### config.mk
export PLATFORM = sky130hd
export DESIGN_NAME = fetch_stage
export DESIGN_NICKNAME = d
export VERILOG_FILES = /design/src/rtl/fetch_stage.sv
export SDC_FILE = /design/constraint.sdc
export NUM_CORES = 1
export LEC_CHECK = 0
export ABC_AREA = 1
export CAP_MARGIN = 5
export CORE_MARGIN = 5
export CORE_UTILIZATION = 29
export DETAILED_ROUTE_END_ITERATION = 6
export SETUP_SLACK_MARGIN = 0.1
export SYNTH_ARGS = -nofsm -noshare
export SYNTH_HDL_FRONTEND = slang
export SYNTH_SLANG_ARGS = --single-unit
### constraint.sdc
create_clock -name clk -period 1.63 [get_ports clk]
set_clock_uncertainty 0.1 [all_clocks]
set_input_delay 0.2445 -clock clk [delete_from_list [all_inputs] [get_ports clk]]
set_output_delay 0.2445 -clock clk [all_outputs]
set_load 0.02 [all_outputs]
### src/rtl/fetch_stage.sv
// Instruction fetch stage with IF/ID register, one-entry skid buffer and redirect/flush.
// Optional HLT detection and HALT state are enabled by defining FETCH_HALT_DETECT_EN.
module fetch_stage #(
  parameter int                ADDR_W   = 32,
  parameter logic [ADDR_W-1:0] RESET_PC = '0
) (
  input  logic              clk,
  input  logic              rst,
  output logic              imem_req,
  output logic [ADDR_W-1:0] imem_addr,
  input  logic              imem_ready,
  input  logic [31:0]       imem_rdata,
  input  logic              stall,
  input  logic              redirect_valid,
  input  logic [ADDR_W-1:0] redirect_pc,
  output logic              id_valid,
  output logic [31:0]       id_instr,
  output logic [5:0]        id_opcode,
  output logic [ADDR_W-1:0] id_pc4,
  output logic              halted,
  output logic [31:0]       fetch_count
);

`ifdef FETCH_HALT_DETECT_EN
  localparam logic [5:0] HLT_OPCODE = 6'b111111;
  typedef enum logic [1:0] {FETCH, HOLD, HALT} state_t;
`else
  typedef enum logic [1:0] {FETCH, HOLD} state_t;
`endif

  state_t              state_reg, state_next;
  logic [ADDR_W-1:0]   pc_reg, pc_next;
  logic [31:0]         skid_instr_reg, skid_instr_next;
  logic [ADDR_W-1:0]   skid_pc4_reg, skid_pc4_next;
  logic                id_valid_reg, id_valid_next;
  logic [31:0]         id_instr_reg, id_instr_next;
  logic [ADDR_W-1:0]   id_pc4_reg, id_pc4_next;
  logic [31:0]         fetch_count_reg, fetch_count_next;

  logic                load_id;
  logic [31:0]         load_instr;
  logic [ADDR_W-1:0]   load_pc4;
  logic [ADDR_W-1:0]   pc_plus4;
  logic [ADDR_W-1:0]   redirect_target;

  assign pc_plus4        = pc_reg + ADDR_W'(4);
  assign redirect_target = redirect_pc & ~(ADDR_W'(3));

  always_ff @(posedge clk) begin
    if (rst) begin
      state_reg       <= FETCH;
      pc_reg          <= RESET_PC;
      skid_instr_reg  <= '0;
      skid_pc4_reg    <= '0;
      id_valid_reg    <= 1'b0;
      id_instr_reg    <= '0;
      id_pc4_reg      <= '0;
      fetch_count_reg <= '0;
    end else begin
      state_reg       <= state_next;
      pc_reg          <= pc_next;
      skid_instr_reg  <= skid_instr_next;
      skid_pc4_reg    <= skid_pc4_next;
      id_valid_reg    <= id_valid_next;
      id_instr_reg    <= id_instr_next;
      id_pc4_reg      <= id_pc4_next;
      fetch_count_reg <= fetch_count_next;
    end
  end

  always_comb begin
    state_next       = state_reg;
    pc_next          = pc_reg;
    skid_instr_next  = skid_instr_reg;
    skid_pc4_next    = skid_pc4_reg;
    id_valid_next    = id_valid_reg;
    id_instr_next    = id_instr_reg;
    id_pc4_next      = id_pc4_reg;
    fetch_count_next = fetch_count_reg;
    load_id          = 1'b0;
    load_instr       = '0;
    load_pc4         = '0;

    case (state_reg)
      FETCH: begin
        // A redirect drops any response arriving in the same cycle.
        if (redirect_valid) begin
          pc_next       = redirect_target;
          id_valid_next = 1'b0;
        end else if (imem_ready) begin
          pc_next = pc_plus4;
          if (stall) begin
            skid_instr_next = imem_rdata;
            skid_pc4_next   = pc_plus4;
            state_next      = HOLD;
          end else begin
            load_id    = 1'b1;
            load_instr = imem_rdata;
            load_pc4   = pc_plus4;
          end
        end else if (!stall) begin
          id_valid_next = 1'b0;
        end
      end
      HOLD: begin
        if (redirect_valid) begin
          pc_next       = redirect_target;
          id_valid_next = 1'b0;
          state_next    = FETCH;
        end else if (!stall) begin
          load_id    = 1'b1;
          load_instr = skid_instr_reg;
          load_pc4   = skid_pc4_reg;
          state_next = FETCH;
        end
      end
`ifdef FETCH_HALT_DETECT_EN
      HALT: begin
        // Decode consumes the HLT on its first unstalled cycle.
        if (!stall) begin
          id_valid_next = 1'b0;
        end
      end
`endif
      default: state_next = FETCH;
    endcase

    if (load_id) begin
      id_instr_next    = load_instr;
      id_pc4_next      = load_pc4;
      id_valid_next    = 1'b1;
      fetch_count_next = fetch_count_reg + 32'd1;
`ifdef FETCH_HALT_DETECT_EN
      if (load_instr[31:26] == HLT_OPCODE) begin
        state_next = HALT;
      end
`endif
    end
  end

  assign imem_req    = (state_reg == FETCH) && !rst;
  assign imem_addr   = pc_reg;
  assign id_valid    = id_valid_reg;
  assign id_instr    = id_instr_reg;
  assign id_opcode   = id_instr_reg[31:26];
  assign id_pc4      = id_pc4_reg;
  assign fetch_count = fetch_count_reg;

`ifdef FETCH_HALT_DETECT_EN
  assign halted = (state_reg == HALT);
`else
  assign halted = 1'b0;
`endif

endmodule

==> results.yml, run 1 <==
clock_network:
  cts_hold_buf: 0
  cts_tree: "yes"
  clk-insertion-delay-late_ns: 0.44
  path_clk_slew_ns: 0.08
  cts_inserted_buffers: 17
  clockBufferDepth: 2
  cts.sinks: 189
  cts_root_buf: "clkbuf_16"
  cts.htree.levels: 4
sta:
  hold_viol_final: 0
  drv_slew: 0
  hold_ws_ns: 0.222
  setup_ws_ns: -0.0566
  rsz0062_at_grt: "true"
  fin_crit_ns: 1.69
  fmax_ghz: 0.593
  finalCritPeriodShare_pct: 103
  setup_violations: 11
  fin_tns_setup_ns: -0.258
grt:
  grt_pass1_vias: 9675
  antenna_found_initial: 0
  overflow: 0
  grt_max_degree: 64
  grt_pass1_wl_um: 51400
  grtUsageTotal_pct: 17.9
drt:
  antenna_left: 0
  drc: 0
  drtPass1Iterations: 5
  vias: 9880
  first_iter_violations: 505
  drt-vias-per-instance: 4.76
  wl_um: 33000
  wl_per_cell_um: 15.9
pwr:
  p_per_area_nw_per_um2: 785
  p_int_mw: 8.00
  p_sw_share_pct: 28.7
  p_seq_share_pct: 44.4
  ir_drop_uv: 600
  p_clk_share_pct: 39.2
  p_leak_nw: 6.23
  combPwrFrac_pct: 16.4
  power_switching_mw: 3.22
synthesis:
  synthXorXnorAreaFrac_pct: 1.55
  synthAdderAreaFrac_pct: 0.276
  ys_seq_area_share_pct: 41.7
  avgSynthCellArea_sq_um: 6.54
  yosysWarnings: 0
  ys_types: 41
  synth_area_sq_um: 9060
  synthCells: 1385
  synth_simple_gate_area_share_pct: 33.1
  ys_ff_latch: 189
  synth_top_family_by_area: "simple AND/OR/NAND/NOR gates"
  synth.area.mux_share_pct: 0
  synth_compound_area_share_pct: 14.0
floorplan:
  die_w_um: 187
  start_util_pct: 29.5
  ios: 206
  core_area_sq_um: 30700
  fp.dieArea_sq_um: 34900
  num_rows: 64
  fp.dieH_um: 187
finish:
  antennaDiodeCount: 0
  design_area_sq_um: 14300
  nets: 1739
  final_util_pct: 46.5
  drive_gt1_share_pct: 34.4
  synthToLayoutAreaGrowth_pct: 57.7
  fillers: 3056
setup_path:
  r2r_start: "imem_addr[2]"
  r2r_slack_ns: -0.06
  r2r_cells: 9
  critical_path.max_fanout: 5
  worstPathArrival_ns: 1.90
  rr_endpoint: "imem_addr[18]"
  crit_type: "flop to flop"
  critPathLaunchType: "flop"
  cp-end-kind: "flop"
  cp-startpoint: "imem_addr[2]"
  cp.required_ns: 1.85
worst_hold_path:
  hp-class: "input pin to flop"
  whs_path_depth: 4
  hold_end: "state_reg[0]"
  hold_path.startpoint: "redirect_valid"
flow_run:
  drv_cap: 0
placed_design:
  place_hpwl_um: 22400
  place_area_sq_um: 12200
  place_congestion: 0.905
  io_buffers: 200
run_status:
  violations: "negative setup slack"
  status: "finished, violations left"
critical path, stage by stage (launching register included):
cell and delay, ns:
dfxtp_4 0.37, ha_4 0.15, nand2_4 0.06, nor2_4 0.18, nand2_4 0.13, buf_4 0.17, o21ai_2 0.11, nand2_2 0.08
o21ai_1 0.13, a21oi_1 0.08
metrics by stage:
step | setup slack (ns) | power (mW) | cells
final | -0.0566 | 11.2 | 2077
after global routing | -0.120 | 11.7 | 2077
after CTS | -0.0399 | 11.2 | 2059
after detailed placement | -0.397 | 6.73 | 2012
after global placement | -0.379 | 6.71 | 2012
after floorplan | 0.101 | 5.86 | 1387
power by group through the flow:
stage,Sequential [mW],Combinational [mW],Clock [mW]
after global placement,5.08,1.63,0
after global routing,5.01,1.99,4.69
after detailed placement,5.08,1.65,0
after CTS,4.98,1.70,4.48
final,4.99,1.84,4.40
after floorplan,5.21,0.653,0
layout make-up:
cell class | instances | area [sq um] | share of cell area (%)
repair buffers | 338 | 3220 | 22.5
flip-flops and latches | 189 | 3920 | 27.4
clock buffers | 21 | 493 | 3.45
well taps | 396 | 495 | 3.47
clock inverters | 11 | 120 | 0.840
multi-input cells | 996 | 5560 | 38.9
inverters | 126 | 489 | 3.42
timing repair:
item | CTS | global route
pin swaps | 51 | 93
buffers inserted | 13 | 21
endpoints found under the setup margin | 274 | 191
gates cloned | 3 | 0
gates resized for setup | 465 | 310
placed cells by master (no fill, tap or decap), drive strengths merged:
cell           instances
nand2                391
nor2                 253
dfxtp                189
buf                  166
inv                  131
o21ai                119
a21oi                 81
nand3                 68
clkdlybuf4s50         62
clkdlybuf4s15         54
clkbuf                40
dlygate4sd2           36
a31oi                 13
a31o                  13
xor2                  12
or2                    7
o22ai                  7
nor3                   7
nand3b                 5
nand4                  4
xnor2                  4
nor3b                  3
clkinvlp               3
conb                   3
ha                     2
clkinv                 2
o21bai                 1
o21a                   1
a211oi                 1
a221oi                 1
bufinv                 1
bufbuf                 1
cell usage after synthesis (all sizes together):
| cell | n | area [sq um] |
|---|---|---|
| a21oi | 81 | 405 |
| or2 | 7 | 43.8 |
| buf | 43 | 243 |
| nand3 | 68 | 340 |
| a211oi | 1 | 7.51 |
| clkinv | 1 | 3.75 |
| nor3b | 3 | 22.5 |
| conb | 1 | 3.75 |
| a221oi | 1 | 8.76 |
| a31oi | 13 | 81.3 |
| nor2 | 253 | 1000 |
| inv | 125 | 469 |
| o21a | 1 | 7.51 |
| xor2 | 12 | 105 |
| a31o | 13 | 114 |
| xnor2 | 4 | 35.0 |
| nor3 | 7 | 51.3 |
| o21bai | 1 | 7.51 |
| o21ai | 119 | 596 |
| nand4 | 4 | 25.0 |
| nand3b | 5 | 37.5 |
| clkbuf | 33 | 125 |
| nand2 | 391 | 1480 |
| o22ai | 7 | 43.8 |
| ha | 2 | 25.0 |
| dfxtp | 189 | 3780 |
logic make-up after synthesis:
group                      after synthesis
AOI/OAI and AO/OA                      237
xor gates and xnor gates                16
adders and majority gates                2
buffers and inverters                  202
DFF                                    189
other                                    1
and+or+nand+nor                        738
worst max-delay path by stage:
stage               slack (ns)                  to  cells past startpoint
floorplan                 0.10     fetch_count[14]                      8
global placement         -0.38   skid_instr_reg[1]                      7
detailed placement       -0.40  skid_instr_reg[30]                      8
CTS                      -0.04    skid_pc4_reg[26]                     11
global route             -0.12          id_pc4[22]                      9
finish                   -0.06       imem_addr[18]                      9
per-layer routing:
metal  share of wire [%]  vias to the layer above  track usage (%)
met5                   0                        -                0
met4                 1.6                        0             4.21
met3                 4.5                       34             4.24
met2                  50                      213             30.9
met1                  44                     4676             22.9
li1                    -                     4957                -
Note: power is estimated with default switching activity, not from simulation.
==> inputs of run 2 (changes only) <==
--- a/config.mk
+++ b/config.mk
@@ -8,8 +8,9 @@
 export ABC_AREA = 1
 export CAP_MARGIN = 5
 export CORE_MARGIN = 5
-export CORE_UTILIZATION = 29
+export CORE_UTILIZATION = 46
 export DETAILED_ROUTE_END_ITERATION = 6
+export PLACE_DENSITY = 0.77
 export SETUP_SLACK_MARGIN = 0.1
 export SYNTH_ARGS = -nofsm -noshare
 export SYNTH_HDL_FRONTEND = slang
==> results.yml, run 2 (synthesis gave the netlist of run 1 again) <==
pwr:
  ir_drop_uv: 781
  p_int_mw: 8.15
  p_clk_share_pct: 39.7
  combPwrFrac_pct: 16.3
  power_switching_mw: 3.22
  p_sw_share_pct: 28.3
  p_per_area_nw_per_um2: 797
  p_leak_nw: 6.41
  p_seq_share_pct: 44.0
clock_network:
  cts_root_buf: "clkbuf_16"
  clockBufferDepth: 2
  cts_tree: "yes"
  cts.htree.levels: 4
  path_clk_slew_ns: 0.08
  cts.sinks: 189
  clk-insertion-delay-late_ns: 0.44
  cts_hold_buf: 0
  cts_inserted_buffers: 17
setup_path:
  critPathSlowestCell: "dfxtp_4"
  path_cells: "ha_4 > nand2_4 > nor2_4 > buf_12 > nand3_4 > or2_4 > nand3_1 > o21ai_1 > a21oi_1"
  crit_type: "flop to flop"
  critical_path.max_fanout: 4
  critPathLaunchType: "flop"
  crit_path_max_incr_delay_ns: 0.40
  worstPathArrival_ns: 2.05
  cp-end-kind: "flop"
  cp.required_ns: 1.88
grt:
  grt_max_degree: 87
  grtUsageTotal_pct: 25.3
  grt_use_met3_pct: 5.60
  overflow: 0
  grt_pass1_vias: 9371
  busiest_layer: "met2"
  grt_util_met1_pct: 31.7
  grt_pass1_wl_um: 46500
  antenna_found_initial: 1
  met2_usage_pct: 43.0
floorplan:
  core_area_sq_um: 19500
  num_rows: 51
  ios: 206
  fp.dieArea_sq_um: 22600
  fp.dieH_um: 150
  start_util_pct: 46.6
  die_w_um: 150
sta:
  drv_slew: 0
  fmax_ghz: 0.558
  finalCritPeriodShare_pct: 110
  fin_crit_ns: 1.79
  setup_violations: 34
  rsz0062_at_grt: "true"
  hold_viol_final: 0
  setup_ws_ns: -0.163
placed_design:
  pre_cts_ws_ns: -0.412
  place_area_sq_um: 12000
  io_buffers: 200
  place_congestion: 0.917
  place_hpwl_um: 20200
finish:
  synthToLayoutAreaGrowth_pct: 57.4
  mostFrequentLayoutCells: "nand2_1 (303), nor2_1 (184), dfxtp_1 (130)"
  mostFrequentLayoutCell: "nand2_1"
  drive_gt1_share_pct: 32.4
  design_area_sq_um: 14300
  nets: 1739
drt:
  wl_um: 32800
  drtPass1Iterations: 5
  antenna_left: 0
  vias: 10300
  drt-vias-per-instance: 5.30
  drc: 0
  first_iter_violations: 814
  wl_per_cell_um: 16.9
flow_run:
  drv_cap: 0
worst_hold_path:
  hp-class: "input pin to flop"
run_status:
  violations: "negative setup slack"
  status: "finished, violations left"
run 2: path summary, 6_finish.rpt:
kind / startpoint / end / slack [ns] / cells after the start
setup / recovery: imem_addr[3] / imem_addr[12] / -0.16 / 9
hold / removal: redirect_valid / state_reg[0] / 0.14 / 4
setup reg to reg: imem_addr[3] / imem_addr[12] / -0.16 / 9
hold reg to reg: id_pc4[1] / id_pc4[1] / 0.36 / 2
run 2: per-layer routing:
metal	vias to the layer above	share of wire (%)	routed length, um
met5	-	0	0
met4	0	4.1	1360
met3	102	6.8	2240
met2	430	49	16200
met1	4836	40	13100
li1	4950	-	-
run 2: metrics by stage:
stage	power (mW)	hold slack (ns)	utilization, %	TNS (ns)	std cells
after detailed placement	6.68	0.354	61.5	-48.46	1871
after CTS	11.1	0.234	66.6	-0.0325	1908
final	11.4	0.138	73.3	-1.60	1947
after global routing	11.7	0.142	73.3	-4.50	1947
after global placement	6.65	0.349	61.5	-40.58	1871
after floorplan	5.86	0.279	-	0	1387
run 2: critical path, delay by kind of cell (launching register included):
| kind | cells | cell delay (ns) |
|---|---|---|
| and+or+nand+nor | 5 | 0.67 |
| DFF | 1 | 0.40 |
| AOI/OAI and AO/OA | 2 | 0.25 |
| adders and majority gates | 1 | 0.16 |
| buffers and inverters | 1 | 0.13 |
run 2: area by class of cell:
type                            instances  area [sq um]
Clock buffer                           18           439
Tap cell                              265           332
Timing Repair Buffer                  338          3300
Fill cell                            1432          5200
Sequential cell                       189          3920
Clock inverter                         14           191
Inverter                              126           498
Antenna cell                            1          2.50
Multi-Input combinational cell        996          5580
run 2: timing repair:
action / in CTS / in global routing
gates resized for setup: 402 / 329
gates cloned: 0 / 3
pin swaps: 56 / 84
endpoints found under the setup margin: 271 / 182
setup buffers: 5 / 36
run 2: power groups by stage:
| stage | clock network (mW) | logic (mW) | registers [mW] |
|---|---|---|---|
| floorplan | 0 | 0.653 | 5.21 |
| detailed placement | 0 | 1.60 | 5.08 |
| global route | 4.72 | 1.98 | 5.03 |
| finish | 4.52 | 1.85 | 5.01 |
| global placement | 0 | 1.57 | 5.08 |
| CTS | 4.52 | 1.61 | 4.99 |
